$ cat config.mk
export PLATFORM = sky130hd
export DESIGN_NAME = decode_queue
export DESIGN_NICKNAME = d
export VERILOG_FILES = /design/src/rtl/decode_queue.sv
export SDC_FILE = /design/constraint.sdc
export NUM_CORES = 1
export LEC_CHECK = 0
export BUFFER_PORTS_ARGS = -buffer_cell sky130_fd_sc_hd__buf_2
export CAP_MARGIN = 20
export CORE_MARGIN = 2
export CORE_UTILIZATION = 45
export CTS_CLUSTER_SIZE = 25
export DETAILED_ROUTE_END_ITERATION = 12
export GPL_TIMING_DRIVEN = 0
export MAX_ROUTING_LAYER = met4
export PLACE_DENSITY = 0.74
export REMOVE_ABC_BUFFERS = 1
export SLEW_MARGIN = 20
export SYNTH_ARGS = -nofsm -noshare
export SYNTH_HDL_FRONTEND = slang
export SYNTH_SLANG_ARGS = --single-unit
$ cat constraint.sdc
create_clock -name clk -period 3.8 [get_ports clk]
set_input_delay 0.38 -clock clk [delete_from_list [all_inputs] [get_ports clk]]
set_output_delay 0.38 -clock clk [all_outputs]
set_load 0.05 [all_outputs]
$ cat src/rtl/decode_queue.sv
// ID-stage decode buffer: decodes MIPS instructions at enqueue and holds
// {instr, pc, ctrl} in a small FIFO, serialising trap-class instructions.
module decode_queue #(
  parameter int unsigned DEPTH   = 4,
  parameter int unsigned PC_W    = 32,
  parameter bit          EN_RELU = 1'b1
) (
  input  logic                     clk,
  input  logic                     resetn,
  input  logic                     flush,
  input  logic                     in_valid,
  output logic                     in_ready,
  input  logic [31:0]              in_instr,
  input  logic [PC_W-1:0]          in_pc,
  output logic                     out_valid,
  input  logic                     out_ready,
  output logic [31:0]              out_instr,
  output logic [PC_W-1:0]          out_pc,
  output logic [15:0]              out_ctrl,
  output logic [$clog2(DEPTH):0]   count,
  output logic [15:0]              illegal_cnt
);

  localparam int unsigned PW = $clog2(DEPTH);
  localparam int unsigned CW = PW + 1;

  localparam logic [5:0] OP_SPECIAL = 6'b000000;
  localparam logic [5:0] OP_REGIMM  = 6'b000001;
  localparam logic [5:0] OP_J       = 6'b000010;
  localparam logic [5:0] OP_JAL     = 6'b000011;
  localparam logic [5:0] OP_BEQ     = 6'b000100;
  localparam logic [5:0] OP_BNE     = 6'b000101;
  localparam logic [5:0] OP_BLEZ    = 6'b000110;
  localparam logic [5:0] OP_BGTZ    = 6'b000111;
  localparam logic [5:0] OP_ADDI    = 6'b001000;
  localparam logic [5:0] OP_ADDIU   = 6'b001001;
  localparam logic [5:0] OP_SLTI    = 6'b001010;
  localparam logic [5:0] OP_SLTIU   = 6'b001011;
  localparam logic [5:0] OP_ANDI    = 6'b001100;
  localparam logic [5:0] OP_ORI     = 6'b001101;
  localparam logic [5:0] OP_XORI    = 6'b001110;
  localparam logic [5:0] OP_LUI     = 6'b001111;
  localparam logic [5:0] OP_COP0    = 6'b010000;
  localparam logic [5:0] OP_LB      = 6'b100000;
  localparam logic [5:0] OP_LH      = 6'b100001;
  localparam logic [5:0] OP_LW      = 6'b100011;
  localparam logic [5:0] OP_LBU     = 6'b100100;
  localparam logic [5:0] OP_LHU     = 6'b100101;
  localparam logic [5:0] OP_SB      = 6'b101000;
  localparam logic [5:0] OP_SH      = 6'b101001;
  localparam logic [5:0] OP_SW      = 6'b101011;
  localparam logic [5:0] OP_RELU    = 6'b111111;

  localparam logic [5:0] FN_JR      = 6'b001000;
  localparam logic [5:0] FN_JALR    = 6'b001001;
  localparam logic [5:0] FN_SYSCALL = 6'b001100;
  localparam logic [5:0] FN_BREAK   = 6'b001101;
  localparam logic [5:0] FN_MFHI    = 6'b010000;
  localparam logic [5:0] FN_MTHI    = 6'b010001;
  localparam logic [5:0] FN_MFLO    = 6'b010010;
  localparam logic [5:0] FN_MTLO    = 6'b010011;
  localparam logic [5:0] FN_MULT    = 6'b011000;
  localparam logic [5:0] FN_MULTU   = 6'b011001;
  localparam logic [5:0] FN_DIV     = 6'b011010;
  localparam logic [5:0] FN_DIVU    = 6'b011011;

  localparam logic [4:0] RT_BLTZ    = 5'b00000;
  localparam logic [4:0] RT_BGEZ    = 5'b00001;
  localparam logic [4:0] RT_BLTZAL  = 5'b10000;
  localparam logic [4:0] RT_BGEZAL  = 5'b10001;

  localparam logic [31:0] INSTR_ERET = 32'h4200_0018;

  typedef struct packed {
    logic regwrite;
    logic regdst;
    logic alusrc;
    logic branch;
    logic memtoreg;
    logic jump;
    logic jal;
    logic jr;
    logic bal;
    logic hilo_en;
    logic brk;
    logic syscall;
    logic reserve;
    logic eret;
    logic mtc0_we;
    logic mfc0;
  } ctrl_t;

  typedef struct packed {
    logic [31:0]     instr;
    logic [PC_W-1:0] pc;
    ctrl_t           ctrl;
  } entry_t;

  typedef enum logic {RUN, HOLD} state_t;

  state_t          state_q, state_d;
  logic [PW-1:0]   wr_ptr_q, wr_ptr_d;
  logic [PW-1:0]   rd_ptr_q, rd_ptr_d;
  logic [CW-1:0]   count_q, count_d;
  logic [15:0]     illegal_q, illegal_d;
  entry_t          mem_q [DEPTH];

  ctrl_t           ctrl_c;
  logic            push_c, pop_c, trap_c;

  logic [5:0] op, funct;
  logic [4:0] rs, rt;

  assign op    = in_instr[31:26];
  assign rs    = in_instr[25:21];
  assign rt    = in_instr[20:16];
  assign funct = in_instr[5:0];

  // Instruction decode into the control word stored with each entry
  always_comb begin
    ctrl_c = '0;
    unique case (op)
      OP_ANDI, OP_ORI, OP_XORI, OP_LUI,
      OP_ADDI, OP_ADDIU, OP_SLTI, OP_SLTIU: begin
        ctrl_c.regwrite = 1'b1;
        ctrl_c.alusrc   = 1'b1;
      end
      OP_LB, OP_LH, OP_LW, OP_LBU, OP_LHU: begin
        ctrl_c.regwrite = 1'b1;
        ctrl_c.alusrc   = 1'b1;
        ctrl_c.memtoreg = 1'b1;
      end
      OP_SB, OP_SH, OP_SW: ctrl_c.alusrc = 1'b1;
      OP_BEQ, OP_BNE, OP_BGTZ, OP_BLEZ: ctrl_c.branch = 1'b1;
      OP_REGIMM: begin
        unique case (rt)
          RT_BLTZ, RT_BGEZ: ctrl_c.branch = 1'b1;
          RT_BLTZAL, RT_BGEZAL: begin
            ctrl_c.regwrite = 1'b1;
            ctrl_c.branch   = 1'b1;
            ctrl_c.bal      = 1'b1;
          end
          default: ctrl_c.reserve = 1'b1;
        endcase
      end
      OP_J: ctrl_c.jump = 1'b1;
      OP_JAL: begin
        ctrl_c.regwrite = 1'b1;
        ctrl_c.jal      = 1'b1;
      end
      OP_SPECIAL: begin
        unique case (funct)
          FN_MTHI, FN_MTLO, FN_MULT, FN_MULTU, FN_DIV, FN_DIVU:
            ctrl_c.hilo_en = 1'b1;
          FN_JR: ctrl_c.jr = 1'b1;
          FN_JALR: begin
            ctrl_c.regwrite = 1'b1;
            ctrl_c.regdst   = 1'b1;
            ctrl_c.jr       = 1'b1;
          end
          FN_SYSCALL: ctrl_c.syscall = 1'b1;
          FN_BREAK:   ctrl_c.brk     = 1'b1;
          default: begin
            ctrl_c.regwrite = 1'b1;
            ctrl_c.regdst   = 1'b1;
          end
        endcase
      end
      OP_COP0: begin
        if (in_instr == INSTR_ERET) begin
          ctrl_c.eret = 1'b1;
        end else if (rs == 5'b00100 && in_instr[10:3] == 8'h00) begin
          ctrl_c.mtc0_we = 1'b1;
        end else if (rs == 5'b00000 && in_instr[10:3] == 8'h00) begin
          ctrl_c.regwrite = 1'b1;
          ctrl_c.mfc0     = 1'b1;
        end else begin
          ctrl_c.reserve = 1'b1;
        end
      end
      OP_RELU: begin
        if (EN_RELU) begin
          ctrl_c.regwrite = 1'b1;
          ctrl_c.regdst   = 1'b1;
        end else begin
          ctrl_c.reserve = 1'b1;
        end
      end
      default: ctrl_c.reserve = 1'b1;
    endcase
  end

  assign trap_c    = ctrl_c.syscall | ctrl_c.brk | ctrl_c.reserve | ctrl_c.eret;
  assign in_ready  = (count_q < CW'(DEPTH)) & (state_q == RUN) & ~flush;
  assign out_valid = (count_q != '0);
  assign push_c    = in_valid & in_ready;
  assign pop_c     = out_valid & out_ready & ~flush;

  // Next-state: flush wins, otherwise pointers/count/FSM follow push and pop
  always_comb begin
    state_d   = state_q;
    wr_ptr_d  = wr_ptr_q;
    rd_ptr_d  = rd_ptr_q;
    count_d   = count_q;
    illegal_d = illegal_q;
    if (flush) begin
      state_d  = RUN;
      wr_ptr_d = '0;
      rd_ptr_d = '0;
      count_d  = '0;
    end else begin
      if (push_c) wr_ptr_d = wr_ptr_q + PW'(1);
      if (pop_c)  rd_ptr_d = rd_ptr_q + PW'(1);
      count_d = count_q + CW'(push_c) - CW'(pop_c);
      unique case (state_q)
        RUN:  if (push_c && trap_c) state_d = HOLD;
        HOLD: if (pop_c && count_q == CW'(1)) state_d = RUN;
        default: state_d = RUN;
      endcase
      if (push_c && ctrl_c.reserve && illegal_q != 16'hFFFF)
        illegal_d = illegal_q + 16'd1;
    end
  end

  always_ff @(posedge clk or negedge resetn) begin
    if (!resetn) begin
      state_q   <= RUN;
      wr_ptr_q  <= '0;
      rd_ptr_q  <= '0;
      count_q   <= '0;
      illegal_q <= '0;
    end else begin
      state_q   <= state_d;
      wr_ptr_q  <= wr_ptr_d;
      rd_ptr_q  <= rd_ptr_d;
      count_q   <= count_d;
      illegal_q <= illegal_d;
    end
  end

  // Payload storage needs no reset; reads are masked while empty
  always_ff @(posedge clk) begin
    if (push_c) mem_q[wr_ptr_q] <= '{instr: in_instr, pc: in_pc, ctrl: ctrl_c};
  end

  assign out_instr   = out_valid ? mem_q[rd_ptr_q].instr : '0;
  assign out_pc      = out_valid ? mem_q[rd_ptr_q].pc    : '0;
  assign out_ctrl    = out_valid ? mem_q[rd_ptr_q].ctrl  : '0;
  assign count       = count_q;
  assign illegal_cnt = illegal_q;

endmodule
==> metrics.csv, run 1 <==
stage,metric,value,unit
drt,Vias,7078,
logic_synthesis,Syn. warnings,0,
hold_path,Worst Hold End,mem_q[2][45],
clocking,clk_lat worst skew,510,ps
clocking,clk buf depth,3,
timing,measured slew at the worst slew-check pin,833,ps
worst_setup_path,Buf/Inv on CP,2,
logic_synthesis,Post-Synthesis Cells,704,
worst_setup_path,critical-path cell with the highest stage delay,dfrtp_4,
timing,Max Fclk,0.335,GHz
timing,final slew viol count,0,
hold_path,Worst Min Path Start,in_pc[29],
finish,Finished Core Util,54.1,%
grt,initial antenna violation count,4,
worst_setup_path,cells along the critical path,buf_16 > mux4_2 > and2_1 > buf_2,
logic_synthesis,"Seq/Total Area, Yosys",73.5,%
timing,post-route setup slack,813,ps
logic_synthesis,most common cell in the netlist,edfxtp_1,
drt,ANT nets after route,0,
power,Leak,5.70,nW
drt,wire per inst,20.7,um
placement,pre-CTS setup slack,1070,ps
finish,share of cells above drive strength 1,37.6,%
drt,residual DRC count,0,
logic_synthesis,adder-cell share of the synthesized area,0.775,%
run,Max-Cap Viols,0,
grt,Global Route met1 Usage,22.7,%
timing,RSZ-0062 raised after global routing,no,
grt,first-pass GRT wire length,43000,um
placement,DP HPWL,16500,um
clocking,CTS Buf Count,38,
placement,GP Congestion,0.764,
grt,GR Util met3,4.60,%
placement,I/O Buffers,169,
power,maximum vdd ir drop,0.000615,V
logic_synthesis,mux contribution to synthesized area,13.2,%
drt,DR iter-0 viols,464,
logic_synthesis,complex-gate fraction of the synthesized area,1.08,%
placement,Placed Area,15300,um^2
logic_synthesis,Mapped Area,13900,um^2
logic_synthesis,top-area cell type share of the netlist area,69.2,%
hold_path,hold path depth,1,
floorplanning,I/O pin count,170,
power,Power Density,707,nW/um^2
logic_synthesis,fraction of registers with async set/reset,6.98,%
logic_synthesis,Synth top cells by count,"320 x edfxtp_1, 80 x and2_1, 80 x mux4_2, 24 x dfrtp_1, 19 x clkbuf_1",
worst_setup_path,crit start category,flop,
grt,Most Crowded Layer GR,met2,
worst_setup_path,crit-path max cell delay,810,ps
timing,"Hold Vio Cnt, Final",0,
grt,number of global-route vias before repair,7540,
timing,fin crit period,2990,ps
logic_synthesis,largest family of logic cells by synthesized area,multiplexers,
floorplanning,core footprint,30500,um^2
clocking,clock-pin slew on the worst setup and hold paths,60,ps
floorplanning,die width,180,um
drt,Pre-antenna DRT Iters,4,
logic_synthesis,Netlist cell types,59,
worst_setup_path,Worst Path Required,3420,ps
grt,largest net degree at the start of global routing,56,
logic_synthesis,Post-Synth XOR/XNOR Area,1.20,%
worst_setup_path,Setup Crit Path Kind,flop to primary output,
clocking,Root Buffer,clkbuf_16,
worst_setup_path,Worst Setup End Kind,primary output,
timing,clock skew,14.3,ps
clocking,H-tree Lvls,2,
grt,total track usage,17.6,%
finish,cell area after layout,16500,um^2
worst_setup_path,R2R Path Start,count[1],
timing,Slew headroom,44.0,%
worst_setup_path,R2R setup slack,1320,ps
clocking,CTS tree,built,
worst_setup_path,FF-to-FF path depth,9,
hold_path,hold crit path type,input pin to flop,
finish,P&R area growth vs syn,18.8,%
finish,post-layout net count,968,
worst_setup_path,CP top delay family,flip-flops,
logic_synthesis,number of flops mapped to enable cells by yosys,320,
worst_setup_path,crit-path max FO,30,
clocking,Num Clock Sinks,344,
floorplanning,die area,32300,um^2
worst_setup_path,reg-to-reg endpoint,count[2],
status,run status,completed,
logic_synthesis,Yosys reg bits,344,
drt,Routed Wire Length,27200,um
floorplanning,Die Ht,180,um
timing,final worst path period share,78.6,%
worst_setup_path,crit path DAT,2610,ps
logic_synthesis,post-synthesis simple-gate area fraction,8.67,%
floorplanning,Initial Utilization,45.5,%
logic_synthesis,Synth area leader,edfxtp_1,
logic_synthesis,Syn Area/Cell,19.7,um^2
logic_synthesis,Post-synth top flop,edfxtp_1,
floorplanning,FP Rows,64,
grt,gr ovfl total,0,
timing,setup violators final,0,
grt,met2 Track Usage GR,28.2,%
drt,DR vias/cell,5.38,
logic_synthesis,largest cells by area after synthesis,"edfxtp_1 69%, mux4_2 13%, dfrtp_1 4.3%",
timing,final hold slack,82.8,ps
clocking,post-cts resize count,0,
[worst max path at each step]
stage | cells after the start | slack [ps] | to | startpoint
floorplan | 2 | -750 | out_ctrl[0] | rd_ptr_q[0]
CTS | 4 | 740 | out_pc[5] | rd_ptr_q[0]
global placement | 3 | -2290 | out_ctrl[15] | rd_ptr_q[0]
finish | 4 | 810 | out_pc[5] | rd_ptr_q[0]
global route | 4 | 650 | out_instr[27] | rd_ptr_q[0]
detailed placement | 7 | 1070 | illegal_cnt[1] | in_instr[0]
[power by group]
part           internal (mW)  switching (mW)
logic                   1.19            2.57
clock network           1.99            1.37
registers               4.37           0.183
[cell families after synthesis]
logic type                 Yosys count
buffers and inverters               43
adders and majority gates            8
and+or+nand+nor                    189
xor gates and xnor gates            19
muxes                               83
AOI/OAI and AO/OA                   18
DFF                                344
[stage by stage]
stage                     setup TNS [ps]  power, mW  instances
final                                  0       11.7       1315
after global routing                   0       12.2       1315
after CTS                              0       11.8       1311
after detailed placement               0       8.45       1246
after global placement           -505850       8.47       1237
after floorplan                   -60340       7.45        672
[placed cells by master, fill, tap and decap left out, types with 9 or more instances in the layout]
cell type / instances
and2_1: 80
buf_16: 9
buf_2: 169
clkbuf_1: 11
clkbuf_16: 39
dfrtp_1: 22
edfxtp_1: 320
inv_1: 9
mux4_2: 80
nand2_1: 11
nand3_1: 9
nor2_1: 17
nor3_1: 10
xnor2_1: 17
[per-layer routing]
metal | up-vias | share of wire (%) | wire length, um
met1 | 3633 | 42 | 11500
li1 | 3196 | - | -
met3 | 35 | 6.7 | 1820
met2 | 214 | 50 | 13500
met5 | - | 0 | 0
met4 | 0 | 1.6 | 438
[area by class of cell]
class	instances	area, um^2
timing repair buffer	179	1100
clock inverter	12	91.3
inverter	11	43.8
antenna	4	10.0
fill	2422	14000
tap	396	495
multi-input combinational	317	3490
clock buffer	52	1040
sequential	344	10200
[flip-flops by register name, summed over array words and instances (netlist names)]
name and flops:
illegal_cnt 16, count 3, wr_ptr_q 2, state_q 1, mem_q 320, rd_ptr_q 2
[timing repair]
item / 4_1_cts / 5_1_grt
hold endpoints to repair: 24 / 0
hold buffers: 1 / 0
setup buffers: 0 / 0
(Power assumes the default switching activity.)
==> inputs of run 2 (changes only) <==
--- a/config.mk
+++ b/config.mk
@@ -13,7 +13,7 @@
 export DETAILED_ROUTE_END_ITERATION = 12
 export GPL_TIMING_DRIVEN = 0
 export MAX_ROUTING_LAYER = met4
-export PLACE_DENSITY = 0.74
+export PLACE_DENSITY = 0.77
 export REMOVE_ABC_BUFFERS = 1
 export SLEW_MARGIN = 20
 export SYNTH_ARGS = -nofsm -noshare
==> constraint.sdc (replaced) <==
create_clock -name clk -period 2.6 [get_ports clk]
set_input_delay 0.26 -clock clk [delete_from_list [all_inputs] [get_ports clk]]
set_output_delay 0.26 -clock clk [all_outputs]
set_load 0.05 [all_outputs]
==> metrics.csv, run 2 (synthesis gave the netlist of run 1 again) <==
stage,metric,value,unit
status,run status,completed,
placement,Placed Area,15300,um^2
timing,setup violators final,0,
hold_path,Worst Min Path Start,in_instr[13],
worst_setup_path,crit path DAT,2240,ps
worst_setup_path,crit start category,flop,
finish,Multi-input gate area,3520,um^2
drt,ANT nets after route,0,
worst_setup_path,Worst Path Required,2340,ps
timing,total negative setup slack,0,ps
worst_setup_path,CP Launch Point,rd_ptr_q[0],
drt,Pre-antenna DRT Iters,5,
drt,Vias,7387,
timing,final slew viol count,0,
timing,RSZ-0062 raised after global routing,no,
drt,wire per inst,21.2,um
worst_setup_path,reg-to-reg endpoint,count[2],
floorplanning,Die Ht,180,um
floorplanning,FP Rows,64,
finish,post-layout net count,1027,
worst_setup_path,CP Capture Point,out_pc[10],
timing,clock skew,9.94,ps
worst_setup_path,CP top delay family,multiplexers,
grt,largest net degree at the start of global routing,49,
clocking,clk_lat worst skew,510,ps
worst_setup_path,R2R Path Start,count[0],
finish,max reg flops,320,
grt,gr ovfl total,0,
worst_setup_path,Setup Crit Path Kind,flop to primary output,
worst_setup_path,FF-to-FF path depth,10,
clocking,clock-pin slew on the worst setup and hold paths,60,ps
worst_setup_path,crit-path max cell delay,550,ps
floorplanning,die width,180,um
power,Power Density,1020,nW/um^2
floorplanning,core footprint,30500,um^2
clocking,Root Buffer,clkbuf_16,
timing,measured slew at the worst slew-check pin,751,ps
hold_path,hold crit path type,input pin to flop,
timing,Slew headroom,49.7,%
finish,P&R area growth vs syn,23.7,%
power,maximum vdd ir drop,0.000645,V
clocking,CTS Buf Count,37,
clocking,clk buf depth,3,
floorplanning,die area,32300,um^2
worst_setup_path,crit-path max FO,32,
floorplanning,Initial Utilization,45.5,%
timing,final worst path period share,96.3,%
timing,Max Fclk,0.399,GHz
finish,most frequent cells in the layout,"320 x edfxtp_1, 169 x buf_2, 80 x mux4_2, 80 x and2_1, 50 x dlygate4sd3_1",
finish,"leading cell type in the layout, fill and taps excluded",edfxtp_1,
timing,fin crit period,2500,ps
worst_setup_path,Buf/Inv on CP,2,
placement,GP Congestion,0.761,
grt,total track usage,18.3,%
finish,Biggest register,mem_q,
finish,FILL cells,2304,
clocking,H-tree Lvls,2,
drt,Routed Wire Length,29200,um
drt,residual DRC count,0,
drt,DR vias/cell,5.36,
worst_setup_path,R2R setup slack,110,ps
clocking,Num Clock Sinks,344,
grt,initial antenna violation count,7,
timing,"Hold Vio Cnt, Final",0,
clocking,CTS tree,built,
worst_setup_path,Worst Setup End Kind,primary output,
placement,DP HPWL,16800,um
worst_setup_path,cells along the critical path,buf_16 > mux4_2 > and2_1 > buf_2,
grt,first-pass GRT wire length,44600,um
power,Leak,5.98,nW
floorplanning,I/O pin count,170,
grt,number of global-route vias before repair,7794,
drt,DR iter-0 viols,626,
run,Max-Cap Viols,0,
worst_setup_path,critical path depth,4,
finish,cell area after layout,17200,um^2
worst_setup_path,critical-path cell with the highest stage delay,mux4_2,
finish,Reg area,10200,um^2
finish,share of cells above drive strength 1,37.6,%
placement,I/O Buffers,169,
==> run 2: changes by cell type in the layout (fill, tap and decap cells not counted), sizes merged <==
cell         delta
clkinvlp        +2
clkinv          +6
or3             +1
clkbuf          -9
dlygate4sd3    +49
inv             +1
buf            +10
bufinv          +3
diode           +1
==> run 2: timing repair <==
item / CTS / global route
pin swaps: 1 / 0
endpoints found under the setup margin: 77 / 32
resized for setup: 0 / 8
buffers inserted: 5 / 2
cloned: 1 / 0
endpoints found under the hold margin: 218 / 0
hold buffers: 50 / 0
==> run 2: power by group <==
| group | switching [mW] | internal, mW | leakage (nW) |
|---|---|---|---|
| combinational | 3.93 | 1.85 | 2.18 |
| clock | 2.07 | 3.03 | 0.576 |
| sequential | 0.187 | 6.39 | 3.22 |
==> run 2: through the flow <==
step	power, mW	cells	util [%]	hold WS, ps	setup WS (ps)
floorplan	10.9	672	-	-35.6	-1830
global placement	11.7	1237	49.4	278	-3430
detailed placement	12.3	1249	50.3	275	-151
CTS	17.7	1372	56.1	3.19	6.19
global route	18.2	1378	56.3	9.39	10.6
finish	17.5	1379	56.3	26.8	96.2
==> run 2: worst register-to-register path: stages, from the launching register on <==
cell,delay [ps]
dfrtp_2,470
or3_4,430
buf_12,190
nand2_2,110
nor2_1,50
ha_1,280
inv_1,40
ha_1,200
fa_1,390
xnor2_1,160
nor2_1,50
==> run 2: metal layers <==
metal | part of all wire [%] | track usage, % | routed length, um | vias up
met4 | 1.7 | 4.42 | 497 | 0
met2 | 49 | 29.0 | 14200 | 222
li1 | - | - | - | 3311
met1 | 43 | 24.5 | 12700 | 3815
met3 | 6.1 | 4.03 | 1790 | 39
met5 | 0 | - | 0 | -
==> run 2: layout make-up <==
type | count | share of cell area (%)
tap | 396 | 2.89
clock buffer | 43 | 5.52
sequential | 344 | 59.5
multi-input combinational | 318 | 20.5
clock inverter | 24 | 1.37
inverter | 11 | 0.255
timing repair buffer | 238 | 9.87
antenna | 5 | 0.0729
==> run 2: worst min path at each step <==
stage | endpoint | slack (ps) | depth (start not counted)
6_report | mem_q[3][61] | 30 | 1
5_1_grt | mem_q[3][61] | 9 | 1
2_1_floorplan | count[0] | -40 | 0
3_5_place_dp | illegal_cnt[1] | 280 | 1
4_1_cts | mem_q[3][61] | 3 | 1
3_3_place_gp | illegal_cnt[1] | 280 | 1
==> inputs of run 3 (changes only) <==
--- a/config.mk
+++ b/config.mk
@@ -7,7 +7,6 @@
 export LEC_CHECK = 0
 export BUFFER_PORTS_ARGS = -buffer_cell sky130_fd_sc_hd__buf_2
 export CAP_MARGIN = 20
-export CORE_MARGIN = 2
 export CORE_UTILIZATION = 45
 export CTS_CLUSTER_SIZE = 25
 export DETAILED_ROUTE_END_ITERATION = 12
==> metrics.csv, run 3 (synthesis gave the netlist of run 1 again) <==
stage,metric,value,unit
status,run status,completed,
worst_setup_path,critical path depth,5,
run,Max-Cap Viols,0,
power,sequential power share,37.0,%
drt,top routing layer used,met4,
grt,gr ovfl total,0,
power,clock power share,29.3,%
placement,GP Congestion,0.760,
floorplanning,Initial Utilization,46.2,%
timing,Max Fclk,0.398,GHz
drt,Routed Wire Length,28700,um
clocking,CTS tree,built,
clocking,clock-pin slew on the worst setup and hold paths,60,ps
worst_setup_path,Setup Crit Path Kind,flop to primary output,
floorplanning,die width,178,um
floorplanning,core footprint,30000,um^2
worst_setup_path,Worst Setup End Kind,primary output,
grt,initial antenna violation count,6,
power,maximum vdd ir drop,0.000726,V
clocking,Root Buffer,clkbuf_16,
timing,final worst path period share,96.6,%
timing,final slew viol count,0,
floorplanning,I/O pin count,170,
timing,total negative setup slack,0,ps
worst_setup_path,crit start category,flop,
power,Power Total,17.7,mW
clocking,clk buf depth,3,
worst_setup_path,Worst Path Required,2340,ps
drt,residual DRC count,0,
finish,Finished Core Util,57.7,%
timing,fin crit period,2510,ps
timing,final hold slack,41.2,ps
timing,"Hold Vio Cnt, Final",0,
worst_setup_path,crit-path max FO,12,
drt,met3 WL post-DR,1620,um
finish,most frequent cells in the layout,"320 x edfxtp_1, 159 x buf_2, 80 x mux4_2, 80 x and2_1, 52 x dlygate4sd3_1",
worst_setup_path,FF-to-FF path depth,8,
worst_setup_path,critical-path cell with the highest stage delay,mux4_2,
timing,post-route setup slack,88.4,ps
finish,fin cells,1376,
hold_path,hold path depth,1,
drt,met1 WL,12600,um
finish,share of cells above drive strength 1,37.3,%
timing,measured slew at the worst slew-check pin,716,ps
grt,total track usage,19.2,%
drt,DR vias/cell,5.32,
drt,DR WL met2,14000,um
placement,pre-CTS setup slack,-29.9,ps
timing,RSZ-0062 raised after global routing,yes,
placement,DP HPWL,17000,um
timing,setup violators final,0,
timing,clock skew,17.2,ps
finish,post-layout net count,1029,
placement,I/O Buffers,169,
finish,cell area after layout,17300,um^2
clocking,CTS Buf Count,37,
worst_setup_path,CP top delay family,multiplexers,
drt,ANT nets after route,0,
power,Pint,11.5,mW
hold_path,hold crit path type,input pin to flop,
grt,largest net degree at the start of global routing,64,
worst_setup_path,crit path DAT,2250,ps
power,Power Density,1020,nW/um^2
finish,P&R area growth vs syn,24.8,%
placement,Post-Place Cells,1244,
worst_setup_path,crit-path max cell delay,540,ps
floorplanning,Die Ht,178,um
grt,number of global-route vias before repair,7864,
power,Logic pwr share,33.8,%
finish,max reg flops,320,
floorplanning,die area,31600,um^2
drt,Pre-antenna DRT Iters,4,
worst_setup_path,Buf/Inv on CP,3,
worst_setup_path,cells along the critical path,buf_16 > buf_12 > mux4_2 > and2_1 > buf_2,
power,sw frac,35.3,%
clocking,Num Clock Sinks,344,
clocking,clk_lat worst skew,510,ps
grt,first-pass GRT wire length,43900,um
clocking,H-tree Lvls,2,
floorplanning,FP Rows,63,
power,switching pwr,6.24,mW
finish,"leading cell type in the layout, fill and taps excluded",edfxtp_1,
drt,DR iter-0 viols,541,
finish,Biggest register,mem_q,
timing,Slew headroom,52.1,%
placement,Placed Area,15400,um^2
power,Leak,6.04,nW
drt,Vias,7315,
drt,wire per inst,20.8,um
-- run 3: metal layers --
layer,vias up,global-route usage (%)
met5,-,-
li1,3316,-
met1,3765,24.6
met3,38,4.46
met2,196,31.0
met4,0,4.95
-- run 3: final timing paths --
check	from	end	slack, ps
max	rd_ptr_q[0]	out_instr[4]	90
min	in_instr[1]	mem_q[2][49]	40
max reg2reg	count[1]	count[1]	160
min reg2reg	illegal_cnt[15]	illegal_cnt[15]	490
max in group asynchronous	resetn	rd_ptr_q[1]	1890
min in group asynchronous	resetn	illegal_cnt[5]	280
-- run 3: worst reg2reg max path, stage by stage, from the launching register on --
cell and delay, ps:
dfrtp_1 440, or3_4 550, nand2_1 160, nor2_1 50
ha_1 280, inv_1 40, ha_1 180, fa_1 490
nor2b_1 160
-- run 3: power groups by stage --
stage / clock network, mW / registers [mW] / logic [mW]
4_1_cts: 5.29 / 6.54 / 6.10
3_5_place_dp: 0 / 6.73 / 5.60
6_report: 5.18 / 6.54 / 5.98
2_1_floorplan: 0 / 7.05 / 3.84
5_1_grt: 5.52 / 6.57 / 6.36
3_3_place_gp: 0 / 6.96 / 4.79
-- run 3: cell type report --
| cell class | count | area (um^2) |
|---|---|---|
| diodes | 6 | 15.0 |
| fillers | 2249 | 12700 |
| repair buffers | 241 | 1860 |
| clock buffers | 44 | 962 |
| flip-flops and latches | 344 | 10200 |
| inverters | 11 | 43.8 |
| clock inverters | 23 | 240 |
| multi-input cells | 317 | 3500 |
| well taps | 390 | 488 |
-- run 3: timing repair --
action / 4_1_cts / 5_1_grt
hold endpoints to repair: 228 / 0
hold buffers: 52 / 0
setup buffers: 4 / 0
setup endpoints to repair: 60 / 47
gates cloned: 3 / 1
resized for setup: 14 / 7
